### config.mk
export PLATFORM = sky130hd
export DESIGN_NAME = scan_sequencer
export DESIGN_NICKNAME = d
export VERILOG_FILES = /design/src/rtl/scan_sequencer.sv
export SDC_FILE = /design/constraint.sdc
export NUM_CORES = 1
export LEC_CHECK = 0
export CAP_MARGIN = 5
export CORE_UTILIZATION = 50
export CTS_CLUSTER_SIZE = 24
export DETAILED_ROUTE_END_ITERATION = 8
export PLACE_DENSITY = 0.74
export SYNTH_ARGS = -nofsm -noshare
export SYNTH_HDL_FRONTEND = slang
export SYNTH_SLANG_ARGS = --single-unit
### constraint.sdc
create_clock -name i_clk -period 2.55 [get_ports i_clk]
set_input_delay 0.6375 -clock i_clk [delete_from_list [all_inputs] [get_ports i_clk]]
set_output_delay 0.6375 -clock i_clk [all_outputs]
set_load 0.05 [all_outputs]
### src/rtl/scan_sequencer.sv
// Channel-select sequencer for the 2-to-4 decoder: walks the enabled channels in
// ascending cyclic order, holding each for a latched dwell count.
module scan_sequencer #(
  parameter int DWELL_W = 8
) (
  input  logic               i_clk,
  input  logic               i_rst_n,
  input  logic               i_start,
  input  logic               i_stop,
  input  logic               i_one_shot,
  input  logic [3:0]         i_chan_mask,
  input  logic [DWELL_W-1:0] i_dwell,
  output logic [1:0]         o_sel,
  output logic               o_sel_valid,
  output logic               o_busy,
  output logic               o_wrap,
  output logic               o_done,
  output logic               o_err
);

  localparam logic ST_IDLE  = 1'b0;
  localparam logic ST_DWELL = 1'b1;

  logic               r_state;
  logic [3:0]         r_mask;
  logic [DWELL_W-1:0] r_dwell;
  logic               r_one_shot;
  logic [DWELL_W-1:0] r_cnt;
  logic [1:0]         r_sel;
  logic               r_sel_valid;
  logic               r_busy;
  logic               r_wrap;
  logic               r_done;
  logic               r_err;

  logic [1:0]         w_next;
  logic               w_wraps;
  logic [DWELL_W-1:0] w_dwell_eff;

  function automatic logic [1:0] f_lowest(input logic [3:0] m);
    if (m[0])      f_lowest = 2'd0;
    else if (m[1]) f_lowest = 2'd1;
    else if (m[2]) f_lowest = 2'd2;
    else           f_lowest = 2'd3;
  endfunction

  // Descending search leaves the lowest enabled channel above sel; none found means wrap.
  always_comb begin
    w_next  = f_lowest(r_mask);
    w_wraps = 1'b1;
    for (int i = 3; i >= 0; i--) begin
      if (r_mask[i] && (i > int'(r_sel))) begin
        w_next  = i[1:0];
        w_wraps = 1'b0;
      end
    end
  end

  assign w_dwell_eff = (i_dwell == '0) ? DWELL_W'(1) : i_dwell;

  always_ff @(posedge i_clk or negedge i_rst_n) begin
    if (!i_rst_n) begin
      r_state     <= ST_IDLE;
      r_mask      <= '0;
      r_dwell     <= DWELL_W'(1);
      r_one_shot  <= 1'b0;
      r_cnt       <= '0;
      r_sel       <= 2'b00;
      r_sel_valid <= 1'b0;
      r_busy      <= 1'b0;
      r_wrap      <= 1'b0;
      r_done      <= 1'b0;
      r_err       <= 1'b0;
    end else begin
      r_wrap <= 1'b0;
      r_done <= 1'b0;
      r_err  <= 1'b0;
      case (r_state)
        ST_IDLE: begin
          if (!i_stop && i_start) begin
            if (i_chan_mask != 4'b0000) begin
              r_mask      <= i_chan_mask;
              r_dwell     <= w_dwell_eff;
              r_one_shot  <= i_one_shot;
              r_sel       <= f_lowest(i_chan_mask);
              r_cnt       <= w_dwell_eff - DWELL_W'(1);
              r_sel_valid <= 1'b1;
              r_busy      <= 1'b1;
              r_state     <= ST_DWELL;
            end else begin
              r_err <= 1'b1;
            end
          end
        end
        default: begin
          if (i_stop) begin
            r_state     <= ST_IDLE;
            r_sel_valid <= 1'b0;
            r_busy      <= 1'b0;
          end else if (r_cnt != '0) begin
            r_cnt <= r_cnt - DWELL_W'(1);
          end else if (w_wraps && r_one_shot) begin
            r_state     <= ST_IDLE;
            r_sel_valid <= 1'b0;
            r_busy      <= 1'b0;
            r_done      <= 1'b1;
          end else begin
            r_sel  <= w_next;
            r_cnt  <= r_dwell - DWELL_W'(1);
            r_wrap <= w_wraps;
          end
        end
      endcase
    end
  end

  assign o_sel       = r_sel;
  assign o_sel_valid = r_sel_valid;
  assign o_busy      = r_busy;
  assign o_wrap      = r_wrap;
  assign o_done      = r_done;
  assign o_err       = r_err;

endmodule

==> results.cfg, run 1 <==
[status]
status = completed

[route]
wire_per_inst_um = 15.0
vias_per_cell = 5.68
route.met2.wl_um = 1820
met1_length_um = 2000
routed.top_layer = met4
route.met3.wl_um = 190
drc_errors = 0
wl_um = 4040
ant_nets = 0
dr.pass1.iters = 4
drt-initial-drc-count = 93
num_vias = 1533

[worst_hold_path]
whs_path_depth = 2
hold_end = r_dwell[3]
holdCritStartpoint = r_dwell[3]
min_path_type = reg -> reg

[placed_design]
io_buffers = 23
hpwlAfterDp_um = 3190
gp_congestion = 0.890

[layout]
area_delta_synth_final_pct = 25.6
regArea_um2 = 702
postLayoutCoreUtil = 0.682
nets = 245
drive_above_1_share = 0.190
most-common-layout-cells = nand2_1, dfrtp_1, buf_4
n_antenna_cell = 0
multi_input_area_um2 = 911
fillers = 267
mostFrequentLayoutCell = nand2_1

[setup_path]
cp.arrival_ns = 2.64
crit_family = simple AND/OR/NAND/NOR gates
cp-end-kind = register
required_ns = 2.81
reg2reg_from = r_cnt[4]
regToRegSetupSlack_ns = 0.25
crit_path_cell_trace = clkdlybuf4s50_1, nor4_1, a21oi_1, nand2_1, o31ai_1, ha_1, inv_1, or4_1, a31oi_1
worst-path-max-fanout = 3
rr_endpoint = r_cnt[6]
criticalPathCategory = in -> reg
crit_path_top_delay_cell = clkdlybuf4s50_1
startpoint_type = input pin
reg2regPathDepth = 7
cp_num_buf_inv = 2
slowest_delay_ns = 0.52

[sta]
setup_violations = 0
relSlewSlack = 0.664
fmax_mhz = 421
rsz0062_at_grt = false
slew_viol_final = 0
hold_viol = 0
fin_crit_ns = 2.37
fin_skew_ns = 0.000980
fin_setup_tns_ns = 0
worst_pin_slew_ns = 0.502
finalCritPeriodShare = 0.931

[power]
powerDensity_mw_per_mm2 = 700
ir_worst_vdd_uv = 335
leakage_nw = 0.914

[clock_tree]
cts_tree = built
cts_resized = 0
cts.path.max_buffers = 2
htreeDepth = 1
cts_buffers = 3
clockRootBuffer = clkbuf_4
cts_sinks = 28
post_cts_buffers = 0
insertion_delay_ns = 0.33
cts-hold-fix-buffers = 0
path_clk_slew_ns = 0.14

[grt]
grt_max_degree = 29
grt_pass1_vias = 1428
grt-ovfl-total = 0
grt_usage = 0.251
antenna_found_initial = 0
grt_pass1_wl_um = 6770

[logic_synthesis]
syn_nets = 201
ys_seq_area_frac = 0.413
synth.avg_cell_area_um2 = 9.28
yosys_warnings = 0
netlist-cell-type-count = 50
syn_inst = 183
synth-edff-count = 0
synth-async-reset-ratio = 1.00
ys_ff_latch = 28
synth-main-ff-cell = dfrtp_1
syn_area_mm2 = 0.00170

[floorplanning]
ios = 24
core_mm2 = 0.00313
die_w_um = 60.3
die_h_um = 60.3
dieArea_mm2 = 0.00364
start_util = 0.543
std_cell_rows = 20

[flow_run]
cap_violations = 0
==> where the power goes <==
| group | internal (W) | leakage, nW | switching (W) | total, W |
|---|---|---|---|---|
| combinational | 0.000278 | 0.561 | 0.000319 | 0.000597 |
| sequential | 0.000550 | 0.338 | 0.000158 | 0.000708 |
| clock | 0.0000614 | 0.0150 | 0.000128 | 0.000189 |
==> worst min-delay path: cells and delay by family, from the launching register on <==
| family | cells | cell delay [ns] |
|---|---|---|
| flip-flops | 1 | 0.37 |
| AND/OR/NAND/NOR | 2 | 0.11 |
==> worst max path at each step <==
stage,startpoint,to,slack [ns],cells past startpoint
after detailed placement,i_dwell[4],r_cnt[6],-0.16,9
after floorplan,i_chan_mask[1],r_cnt[0],0.33,6
after global routing,i_dwell[4],r_cnt[6],0.07,9
final,i_dwell[4],r_cnt[6],0.18,9
after CTS,i_dwell[5],r_cnt[6],0.21,9
after global placement,i_dwell[7],r_cnt[7],-0.07,7
==> state kept, by name, indices dropped and copies added, names as in the netlist <==
signal,count
o_busy,1
o_wrap,1
o_done,1
r_state,1
o_sel,2
r_one_shot,1
r_cnt,8
r_dwell,8
r_mask,4
o_err,1
==> synthesized netlist by cell type (4+ instances only) <==
cell type,n,area share
nor3_1,10,0.029
clkbuf_1,4,0.0088
inv_1,7,0.015
nand2_1,32,0.071
a31oi_1,6,0.022
o31ai_1,5,0.022
nor2_1,15,0.033
nor2b_1,5,0.018
a21oi_1,8,0.024
dfrtp_1,27,0.40
==> per-stage QoR <==
stage	area [um^2]	worst slack [ns]	power, W	hold WS, ns	std cells
2_1_floorplan	1700	0.332	0.00108	0.342	183
3_3_place_gp	2110	-0.0719	0.00129	0.452	266
3_5_place_dp	2110	-0.164	0.00131	0.462	266
4_1_cts	2130	0.205	0.00149	0.496	270
5_1_grt	2130	0.0676	0.00158	0.513	270
6_report	2130	0.177	0.00150	0.495	270
==> routing by layer <==
| layer | global-route usage | vias to the layer above |
|---|---|---|
| met5 | 0 | - |
| li1 | - | 754 |
| met1 | 0.364 | 732 |
| met3 | 0.0498 | 6 |
| met4 | 0.0565 | 0 |
| met2 | 0.383 | 41 |
==> cells by family (layout without fill, tap and decap cells) <==
logic type | count (synthesis) | count (layout) | share of synthesized area
AND/OR/NAND/NOR | 85 | 85 | 0.267
AO/OA/AOI/OAI | 46 | 46 | 0.211
flip-flops | 28 | 28 | 0.413
buffers and inverters | 16 | 59 | 0.0508
multiplexers | 5 | 5 | 0.0398
XOR/XNOR | 2 | 2 | 0.0103
adder cells (fa/ha/maj) | 1 | 1 | 0.00736
==> final cells by class <==
cell class                      count  area share
Timing Repair Buffer               47       0.192
Inverter                            8      0.0141
Sequential cell                    28       0.329
Tap cell                           44      0.0258
Multi-Input combinational cell    139       0.427
Clock buffer                        4      0.0123
No activity file was read; power rests on OpenSTA's default activity.
==> inputs of run 2 (changes only) <==
- CELL_PAD_IN_SITES_DETAIL_PLACEMENT: default -> 0
- CELL_PAD_IN_SITES_GLOBAL_PLACEMENT: default -> 1
- CORE_UTILIZATION: 50 -> 41
- PLACE_DENSITY: 0.74 -> default
- PLACE_DENSITY_LB_ADDON: default -> 0.1
==> results.cfg, run 2 (synthesis gave the netlist of run 1 again) <==
[clock_tree]
cts_sinks = 28
path_clk_slew_ns = 0.10
cts-hold-fix-buffers = 0
cts.path.max_buffers = 2
cts_resized = 0
insertion_delay_ns = 0.28
post_cts_buffers = 0
cts_tree = built
htreeDepth = 1
clockRootBuffer = clkbuf_8
cts_buffers = 3

[power]
ir_worst_vdd_uv = 276
powerDensity_mw_per_mm2 = 730
leakage_nw = 0.928

[layout]
mostFrequentLayoutCell = nand2_1
most-common-layout-cells = nand2_1, dfrtp_1, buf_4
instances_no_fill = 276
drive_above_1_share = 0.195
postLayoutCoreUtil = 0.543
area_delta_synth_final_pct = 27.8
nets = 245
fillers = 381
n_antenna_cell = 0
reg_top3 = r_cnt (8), r_dwell (8), r_mask (4)

[setup_path]
reg2reg_from = r_cnt[3]
criticalPathCategory = in -> reg
worst-path-max-fanout = 3
reg2regPathDepth = 7
cp.arrival_ns = 2.58
startpoint = i_dwell[7]
crit_path_top_delay_cell = or4_1
crit_path_cell_trace = clkdlybuf4s50_1, nor3_1, a21oi_1, nand2_1, o31ai_1, ha_1, inv_1, or4_1, a31oi_1
slowest_delay_ns = 0.51
cp-end-kind = register
required_ns = 2.77
startpoint_type = input pin

[floorplanning]
core_mm2 = 0.00400
die_w_um = 66.4
std_cell_rows = 23
ios = 24
dieArea_mm2 = 0.00441
die_h_um = 66.4
start_util = 0.425

[grt]
grt_max_degree = 29
grt_pass1_vias = 1604
antenna_found_initial = 0
grt_usage = 0.223
grt-ovfl-total = 0
grt_pass1_wl_um = 7250

[placed_design]
io_buffers = 23
post-place-ws_ns = -0.118
post-place-cells = 272
hpwlAfterDp_um = 3390
gp_congestion = 0.853

[sta]
fmax_mhz = 424
rsz0062_at_grt = false
worst_pin_slew_ns = 0.505
whs_ns = 0.497
hold_viol = 0
slew_viol_final = 0
relSlewSlack = 0.662
fin_skew_ns = 0.00615
setup_violations = 0
setup_ws_ns = 0.190
finalCritPeriodShare = 0.925
fin_crit_ns = 2.36
fin_setup_tns_ns = 0

[worst_hold_path]
holdCritStartpoint = r_dwell[7]
min_path_type = reg -> reg
whs_path_depth = 2

[route]
ant_nets = 0
vias_per_cell = 5.47
dr.pass1.iters = 5
drc_errors = 0
num_vias = 1509
wl_um = 4370
wire_per_inst_um = 15.8
drt-initial-drc-count = 77

[flow_run]
cap_violations = 0

[status]
status = completed
run 2: per-stage QoR:
stage / area, um^2 / power (W)
2_1_floorplan: 1700 / 0.00108
3_3_place_gp: 2120 / 0.00128
3_5_place_dp: 2120 / 0.00131
4_1_cts: 2170 / 0.00159
5_1_grt: 2170 / 0.00167
6_report: 2170 / 0.00158
run 2: area by class of cell:
cell class / count / area (um^2) / share of cell area
inverters: 8 / 30.0 / 0.0138
repair buffers: 47 / 410 / 0.189
well taps: 50 / 62.6 / 0.0288
multi-input cells: 139 / 911 / 0.420
flip-flops and latches: 28 / 702 / 0.323
clock buffers: 4 / 55.1 / 0.0254
run 2: worst max-delay path, delay by kind of cell:
kind | cells | cell delay [ns]
compound gates | 3 | 0.46
fa+ha+maj | 1 | 0.26
buf+inv | 2 | 0.55
simple gates | 3 | 0.68
run 2: final timing paths:
path,slack (ns),end
setup / recovery,0.19,r_cnt[6]
hold / removal,0.50,r_dwell[7]
setup reg to reg,0.32,r_cnt[6]
hold reg to reg,0.50,r_dwell[7]
max in group asynchronous,1.50,r_dwell[0]
min in group asynchronous,0.73,o_sel[1]
run 2: layer usage:
layer  wire length (um)  global-route usage
met3                 82              0.0224
met5                  0                   0
met1               1820               0.243
met4                 98              0.0931
met2               2370               0.432
run 2: power breakdown:
group | switching [W] | internal [W] | leakage [nW] | total, W
Sequential | 0.000161 | 0.000551 | 0.338 | 0.000711
Combinational | 0.000312 | 0.000273 | 0.561 | 0.000584
Clock | 0.000149 | 0.000139 | 0.0288 | 0.000288
